$ cat src/rtl/axis_ring_slot_alloc_if.sv
// axis_ring_slot_alloc_if: AXI-Stream bundle used for the ingress and bridge-side streams.
interface axis_ring_slot_alloc_if #(
  parameter int DATA_WIDTH = 512,
  parameter int KEEP_WIDTH = DATA_WIDTH/8
);
  logic [DATA_WIDTH-1:0] tdata;
  logic [KEEP_WIDTH-1:0] tkeep;
  logic tlast;
  logic tvalid;
  logic tready;
  modport master (output tdata, tkeep, tlast, tvalid, input tready);
  modport slave (input tdata, tkeep, tlast, tvalid, output tready);
endinterface

$ cat src/rtl/axis_ring_slot_alloc.sv
// axis_ring_slot_alloc: assigns host ring slots to ingress packets, drops on full, truncates long packets.
// Define AXIS_RING_TRUNC_CNT_EN to build the saturating trunc_count; otherwise trunc_count is 0.
module axis_ring_slot_alloc #(
  parameter int DATA_WIDTH = 512,
  parameter int KEEP_WIDTH = DATA_WIDTH/8,
  parameter int ADDR_WIDTH = 34,
  parameter int SLOT_IDX_WIDTH = 8,
  parameter int SLOT_SIZE_LOG2 = 11
) (
  input  logic clk,
  input  logic rst,
  input  logic cfg_enable,
  input  logic [ADDR_WIDTH-1:0] cfg_ring_base,
  input  logic [SLOT_IDX_WIDTH:0] cons_idx,
  output logic [SLOT_IDX_WIDTH:0] prod_idx,
  axis_ring_slot_alloc_if.slave s_axis,
  axis_ring_slot_alloc_if.master m_axis,
  output logic [ADDR_WIDTH-1:0] axi_base_addr,
  output logic axi_base_addr_valid,
  output logic [31:0] drop_count,
  output logic [31:0] trunc_count
);
  localparam int BEATS_MAX = (1 << SLOT_SIZE_LOG2) / KEEP_WIDTH;
  localparam int BW = BEATS_MAX > 1 ? $clog2(BEATS_MAX) : 1;
  typedef enum logic [2:0] {IDLE, ADDR, FWD, TRIM, DROP} state_t;
  state_t state;
  logic [BW-1:0] beat;
  logic full, accept, last_beat;
  logic [ADDR_WIDTH-1:0] slot_addr;
  always_comb begin
    full = prod_idx[SLOT_IDX_WIDTH] != cons_idx[SLOT_IDX_WIDTH] &&
           prod_idx[SLOT_IDX_WIDTH-1:0] == cons_idx[SLOT_IDX_WIDTH-1:0];
    slot_addr = cfg_ring_base + (ADDR_WIDTH'(prod_idx[SLOT_IDX_WIDTH-1:0]) << SLOT_SIZE_LOG2);
    last_beat = beat == BW'(BEATS_MAX - 1);
    s_axis.tready = state == FWD ? m_axis.tready : (state == TRIM || state == DROP);
    accept = s_axis.tvalid && s_axis.tready;
    m_axis.tvalid = state == FWD && s_axis.tvalid;
    m_axis.tdata = s_axis.tdata;
    m_axis.tkeep = s_axis.tkeep;
    m_axis.tlast = s_axis.tlast || last_beat;
  end
  always_ff @(posedge clk) begin
    if (rst) begin
      state <= IDLE;
      prod_idx <= '0;
      axi_base_addr <= '0;
      axi_base_addr_valid <= 1'b0;
      drop_count <= '0;
      beat <= '0;
    end else begin
      axi_base_addr_valid <= 1'b0;
      case (state)
        IDLE: if (s_axis.tvalid && cfg_enable) begin
          if (full) begin
            drop_count <= drop_count + {31'd0, drop_count != '1};
            state <= DROP;
          end else begin
            axi_base_addr <= slot_addr;
            axi_base_addr_valid <= 1'b1;
            beat <= '0;
            state <= ADDR;
          end
        end
        ADDR: state <= FWD;
        FWD: if (accept) begin
          beat <= beat + 1'b1;
          // the slot is consumed on real or forced tlast; overflow beats are then discarded in TRIM
          if (s_axis.tlast || last_beat) begin
            prod_idx <= prod_idx + 1'b1;
            state <= s_axis.tlast ? IDLE : TRIM;
          end
        end
        TRIM, DROP: if (accept && s_axis.tlast) state <= IDLE;
        default: state <= IDLE;
      endcase
    end
  end
`ifdef AXIS_RING_TRUNC_CNT_EN
  logic trunc;
  assign trunc = state == FWD && accept && last_beat && !s_axis.tlast;
  always_ff @(posedge clk) begin
    if (rst) trunc_count <= '0;
    else if (trunc && trunc_count != '1) trunc_count <= trunc_count + 1'b1;
  end
`else
  assign trunc_count = '0;
`endif
endmodule
$ cat src/flat_wrapper.sv
// flat-port wrapper written by rule: the top's interface ports become plain ports
module axis_ring_slot_alloc_flat 
#(
  parameter int DATA_WIDTH = 512,
  parameter int KEEP_WIDTH = DATA_WIDTH/8,
  parameter int ADDR_WIDTH = 34,
  parameter int SLOT_IDX_WIDTH = 8,
  parameter int SLOT_SIZE_LOG2 = 11
)
  (clk, rst, cfg_enable, cfg_ring_base, cons_idx, prod_idx, axi_base_addr, axi_base_addr_valid, drop_count, trunc_count, s_axis_tdata, s_axis_tkeep, s_axis_tlast, s_axis_tvalid, s_axis_tready, m_axis_tdata, m_axis_tkeep, m_axis_tlast, m_axis_tvalid, m_axis_tready);
  axis_ring_slot_alloc_if #(.DATA_WIDTH(DATA_WIDTH), .KEEP_WIDTH(KEEP_WIDTH)) s_axis_i ();
  axis_ring_slot_alloc_if #(.DATA_WIDTH(DATA_WIDTH), .KEEP_WIDTH(KEEP_WIDTH)) m_axis_i ();
  input  logic clk;
  input  logic rst;
  input  logic cfg_enable;
  input  logic [ADDR_WIDTH-1:0] cfg_ring_base;
  input  logic [SLOT_IDX_WIDTH:0] cons_idx;
  output logic [SLOT_IDX_WIDTH:0] prod_idx;
  output logic [ADDR_WIDTH-1:0] axi_base_addr;
  output logic axi_base_addr_valid;
  output logic [31:0] drop_count;
  output logic [31:0] trunc_count;
  input wire logic [$bits(s_axis_i.tdata)-1:0] s_axis_tdata;
  input wire logic [$bits(s_axis_i.tkeep)-1:0] s_axis_tkeep;
  input wire logic [$bits(s_axis_i.tlast)-1:0] s_axis_tlast;
  input wire logic [$bits(s_axis_i.tvalid)-1:0] s_axis_tvalid;
  output wire logic [$bits(s_axis_i.tready)-1:0] s_axis_tready;
  output wire logic [$bits(m_axis_i.tdata)-1:0] m_axis_tdata;
  output wire logic [$bits(m_axis_i.tkeep)-1:0] m_axis_tkeep;
  output wire logic [$bits(m_axis_i.tlast)-1:0] m_axis_tlast;
  output wire logic [$bits(m_axis_i.tvalid)-1:0] m_axis_tvalid;
  input wire logic [$bits(m_axis_i.tready)-1:0] m_axis_tready;
  assign s_axis_i.tdata = s_axis_tdata;
  assign s_axis_i.tkeep = s_axis_tkeep;
  assign s_axis_i.tlast = s_axis_tlast;
  assign s_axis_i.tvalid = s_axis_tvalid;
  assign s_axis_tready = s_axis_i.tready;
  assign m_axis_tdata = m_axis_i.tdata;
  assign m_axis_tkeep = m_axis_i.tkeep;
  assign m_axis_tlast = m_axis_i.tlast;
  assign m_axis_tvalid = m_axis_i.tvalid;
  assign m_axis_i.tready = m_axis_tready;
  axis_ring_slot_alloc #(.DATA_WIDTH(DATA_WIDTH), .KEEP_WIDTH(KEEP_WIDTH), .ADDR_WIDTH(ADDR_WIDTH), .SLOT_IDX_WIDTH(SLOT_IDX_WIDTH), .SLOT_SIZE_LOG2(SLOT_SIZE_LOG2)) u_core (.clk(clk), .rst(rst), .cfg_enable(cfg_enable), .cfg_ring_base(cfg_ring_base), .cons_idx(cons_idx), .prod_idx(prod_idx), .s_axis(s_axis_i), .m_axis(m_axis_i), .axi_base_addr(axi_base_addr), .axi_base_addr_valid(axi_base_addr_valid), .drop_count(drop_count), .trunc_count(trunc_count));
endmodule
$ cat config.mk
export PLATFORM = sky130hd
export DESIGN_NAME = axis_ring_slot_alloc_flat
export DESIGN_NICKNAME = d
export VERILOG_FILES = /design/src/rtl/axis_ring_slot_alloc_if.sv /design/src/rtl/axis_ring_slot_alloc.sv /design/src/flat_wrapper.sv
export SDC_FILE = /design/constraint.sdc
export NUM_CORES = 1
export LEC_CHECK = 0
export ABC_AREA = 1
export CORE_AREA = 2 2 514 516
export CTS_BUF_LIST = sky130_fd_sc_hd__clkbuf_16
export DETAILED_ROUTE_END_ITERATION = 16
export DIE_AREA = 0 0 516 518
export DONT_BUFFER_PORTS = 1
export PLACE_DENSITY = 0.3
export SYNTH_ARGS = -nofsm -noshare
export SYNTH_HDL_FRONTEND = slang
export SYNTH_SLANG_ARGS = --single-unit
$ cat constraint.sdc
create_clock -name clk -period 5.9 [get_ports clk]
set_clock_uncertainty 0.2 [all_clocks]
set_input_delay 0.885 -clock clk [delete_from_list [all_inputs] [get_ports clk]]
set_output_delay 0.885 -clock clk [all_outputs]
set_load 0.005 [all_outputs]
==> metrics.md <==
| Metric | Value |
|---|---|
| Min cycle time layout | 3.17 ns |
| Vias per inst | 1.46 |
| Total Wirelength | 139000 µm |
| Synthesized instance count | 1393 |
| FF-to-FF Start | u_core.prod_idx[0] |
| Global-route wire length before repair | 154000 µm |
| Post-cts sizing count | 0 |
| Yosys top cell by area | buf_4 |
| Distinct cells, synth | 35 |
| Pins Over Slew Limit | 0 |
| Post-synth EDFFs | 0 |
| Vias post-DR | 6337 |
| Worst-Skew Late Latency | 0.41 ns |
| First DRT Iteration DRCs | 326 |
| Slew @ Worst Pin | 1.07 ns |
| CTS Buf Count | 9 |
| Hold Crit Endpoint | u_core.axi_base_addr[14] |
| Total iterations of the first detailed-routing run | 4 |
| RSZ-0062 raised after global routing | no |
| Clock buffer depth | 2 |
| CP Launch Type | flop |
| R2R Setup Slk | 2.73 ns |
| Largest net degree at the start of global routing | 46 |
| Ys Warns | 0 |
| Post-synth ARST share | 0 |
| Die height | 518 µm |
| VDD IR max | 0.104 mV |
| Power consumption | 1830 µW |
| Most numerous cell in the Yosys netlist | buf_4 |
| Antenna-violating nets left | 0 |
| Reg2Reg Depth | 11 |
| Leak pwr | 0.00234 µW |
| Post-synth top cells | buf_4, nand2_1, nor2_1, dfxtp_1, a21oi_1 |
| Num ports | 1312 |
| Top FF cell, synth | dfxtp_1 |
| Worst slew margin | 0.285 |
| Crit-path max FO | 7 |
| Yosys top cell area share | 0.473 |
| PwrDens | 186 nW/µm² |
| Clk pin slew, worst setup/hold paths | 0.10 ns |
| CTS tree | yes |
| Overflow after GRT | 0 |
| Drt drc | 0 |
| Die width | 516 µm |
| Vias in the first global route | 6191 |
| DIE AREA | 267000 µm² |
| Initial core utilization | 0.0369 |
| Placer's final routability congestion estimate | 0.779 |
| Cts hold-fix bufs | 0 |
| GR Util All Layers | 0.100 |
| Layout cells sized above 1 | 0.0443 |
| Yosys reg bits | 84 |
| Seq/Total Area, Yosys | 0.174 |
| H-tree depth | 3 |
| Setup crit end kind | flop |
| WP data arrival | 3.23 ns |
| Critical path required time | 5.96 ns |
| Initial antenna violation count | 5 |
| HPWL Detailed | 131000 µm |
| Hold depth | 2 |
| HP Class | flop to flop |
| FP Rows | 188 |
| Final nets | 1447 |
| Final setup TNS | 0 ns |
| Max capacitance violation total | 0 |
| Hold_sp | u_core.axi_base_addr[14] |
| CTS Sinks | 84 |
| Largest cells by area after synthesis | buf_4, dfxtp_1, nand2_1 |
| Final setup violation count | 0 |
| Setup Buffers After CTS | 0 |
| Root buffer cell | clkbuf_16 |
| Post-route clock period utilization | 0.537 |
| Critical setup path kind | flop to flop |
| Area delta synth->final | 1.93% |
| Area of the core | 262000 µm² |
| Fmax achieved | 0.316 GHz |
| # port buffers | 0 |
| R2r endpoint | u_core.axi_base_addr[29] |
| Syn avg cell area | 6.93 µm² |
| Mapped Area | 9650 µm² |
| Fin. Hold Viols | 0 |
| WL per Instance | 32.2 µm |
| Status | complete, no violations |
cells by family after synthesis:
| family | after synthesis | synth area share |
|---|---|---|
| AO/OA/AOI/OAI | 114 | 0.0609 |
| adder cells (fa/ha/maj) | 15 | 0.0202 |
| XOR/XNOR | 49 | 0.0445 |
| flip-flops | 84 | 0.174 |
| buffers and inverters | 696 | 0.513 |
| AND/OR/NAND/NOR | 434 | 0.187 |
| other | 1 | 0.000389 |
registers in the layout (all words and copies together), names as in the netlist:
| name | cells |
|---|---|
| u_core.prod_idx | 9 |
| u_core.axi_base_addr | 34 |
| u_core.drop_count | 32 |
| u_core.axi_base_addr_valid | 1 |
| u_core.beat | 5 |
| u_core.state | 3 |
layout make-up:
| cell class | count | area (µm²) |
|---|---|---|
| diodes | 1 | 2.50 |
| repair buffers | 2 | 15.0 |
| fillers | 31400 | 252000 |
| well taps | 3515 | 4400 |
| clock inverters | 7 | 128 |
| flip-flops and latches | 84 | 1680 |
| inverters | 66 | 249 |
| clock buffers | 9 | 225 |
| multi-input cells | 644 | 3140 |
power by group:
part / switching, µW / internal, µW
Combinational: 220 / 76.0
Sequential: 103 / 630
Clock: 378 / 424
through the flow:
step           setup slack [ns]  utilization  instances  cell area [µm²]  hold slack (ns)
6_report                   2.73       0.0376       4328             9840            0.280
5_1_grt                    2.40       0.0376       4328             9840            0.292
4_1_cts                    2.62       0.0376       4327             9830            0.271
3_5_place_dp               2.40       0.0362       4311             9480            0.264
3_3_place_gp               2.42       0.0362       4311             9480            0.253
2_1_floorplan              3.30            -       1424             9770            0.237
metal layers:
metal	routed length (µm)	global-route usage	part of all wire	vias up
met2	59400	0.152	0.43	935
met3	58200	0.194	0.42	281
met5	114	0.00342	0.00082	-
met1	14500	0.0293	0.10	2579
met4	7110	0.0479	0.051	2
li1	-	-	-	2540
critical path, cell delays in order (launching register included):
cell and delay, ns:
dfxtp_1 0.57, ha_1 0.26, inv_1 0.06, fa_1 0.40, o21ai_1 0.57, nand2_1 0.10, nand2_1 0.24, nand2_1 0.11
nand2_1 0.14, nand3_1 0.09, nand2_1 0.19, a21oi_1 0.09
worst max-delay path by stage:
| stage | start | to |
|---|---|---|
| global route | u_core.drop_count[13] | u_core.drop_count[15] |
| floorplan | cfg_ring_base[11] | u_core.axi_base_addr[21] |
| detailed placement | cfg_ring_base[11] | u_core.axi_base_addr[29] |
| global placement | cfg_ring_base[11] | u_core.axi_base_addr[29] |
| CTS | u_core.prod_idx[0] | u_core.axi_base_addr[29] |
| finish | u_core.prod_idx[0] | u_core.axi_base_addr[29] |
placed cells by master (no fill, tap or decap), drive strengths merged:
cell type	instances
o21bai	2
clkinv	2
xnor2	19
bufinv	3
nor3	20
buf	2
and2	1
clkbuf	9
a21boi	2
ha	14
or2	4
nand2	238
o211ai	1
o21ai	37
inv	68
nor2	117
fa	1
conb	32
a21oi	70
dfxtp	84
nor3b	1
nand3b	4
nand4	16
xor2	30
nor4	2
diode	1
a211oi	2
nand3	31
Power figures use the tool's default switching activity.
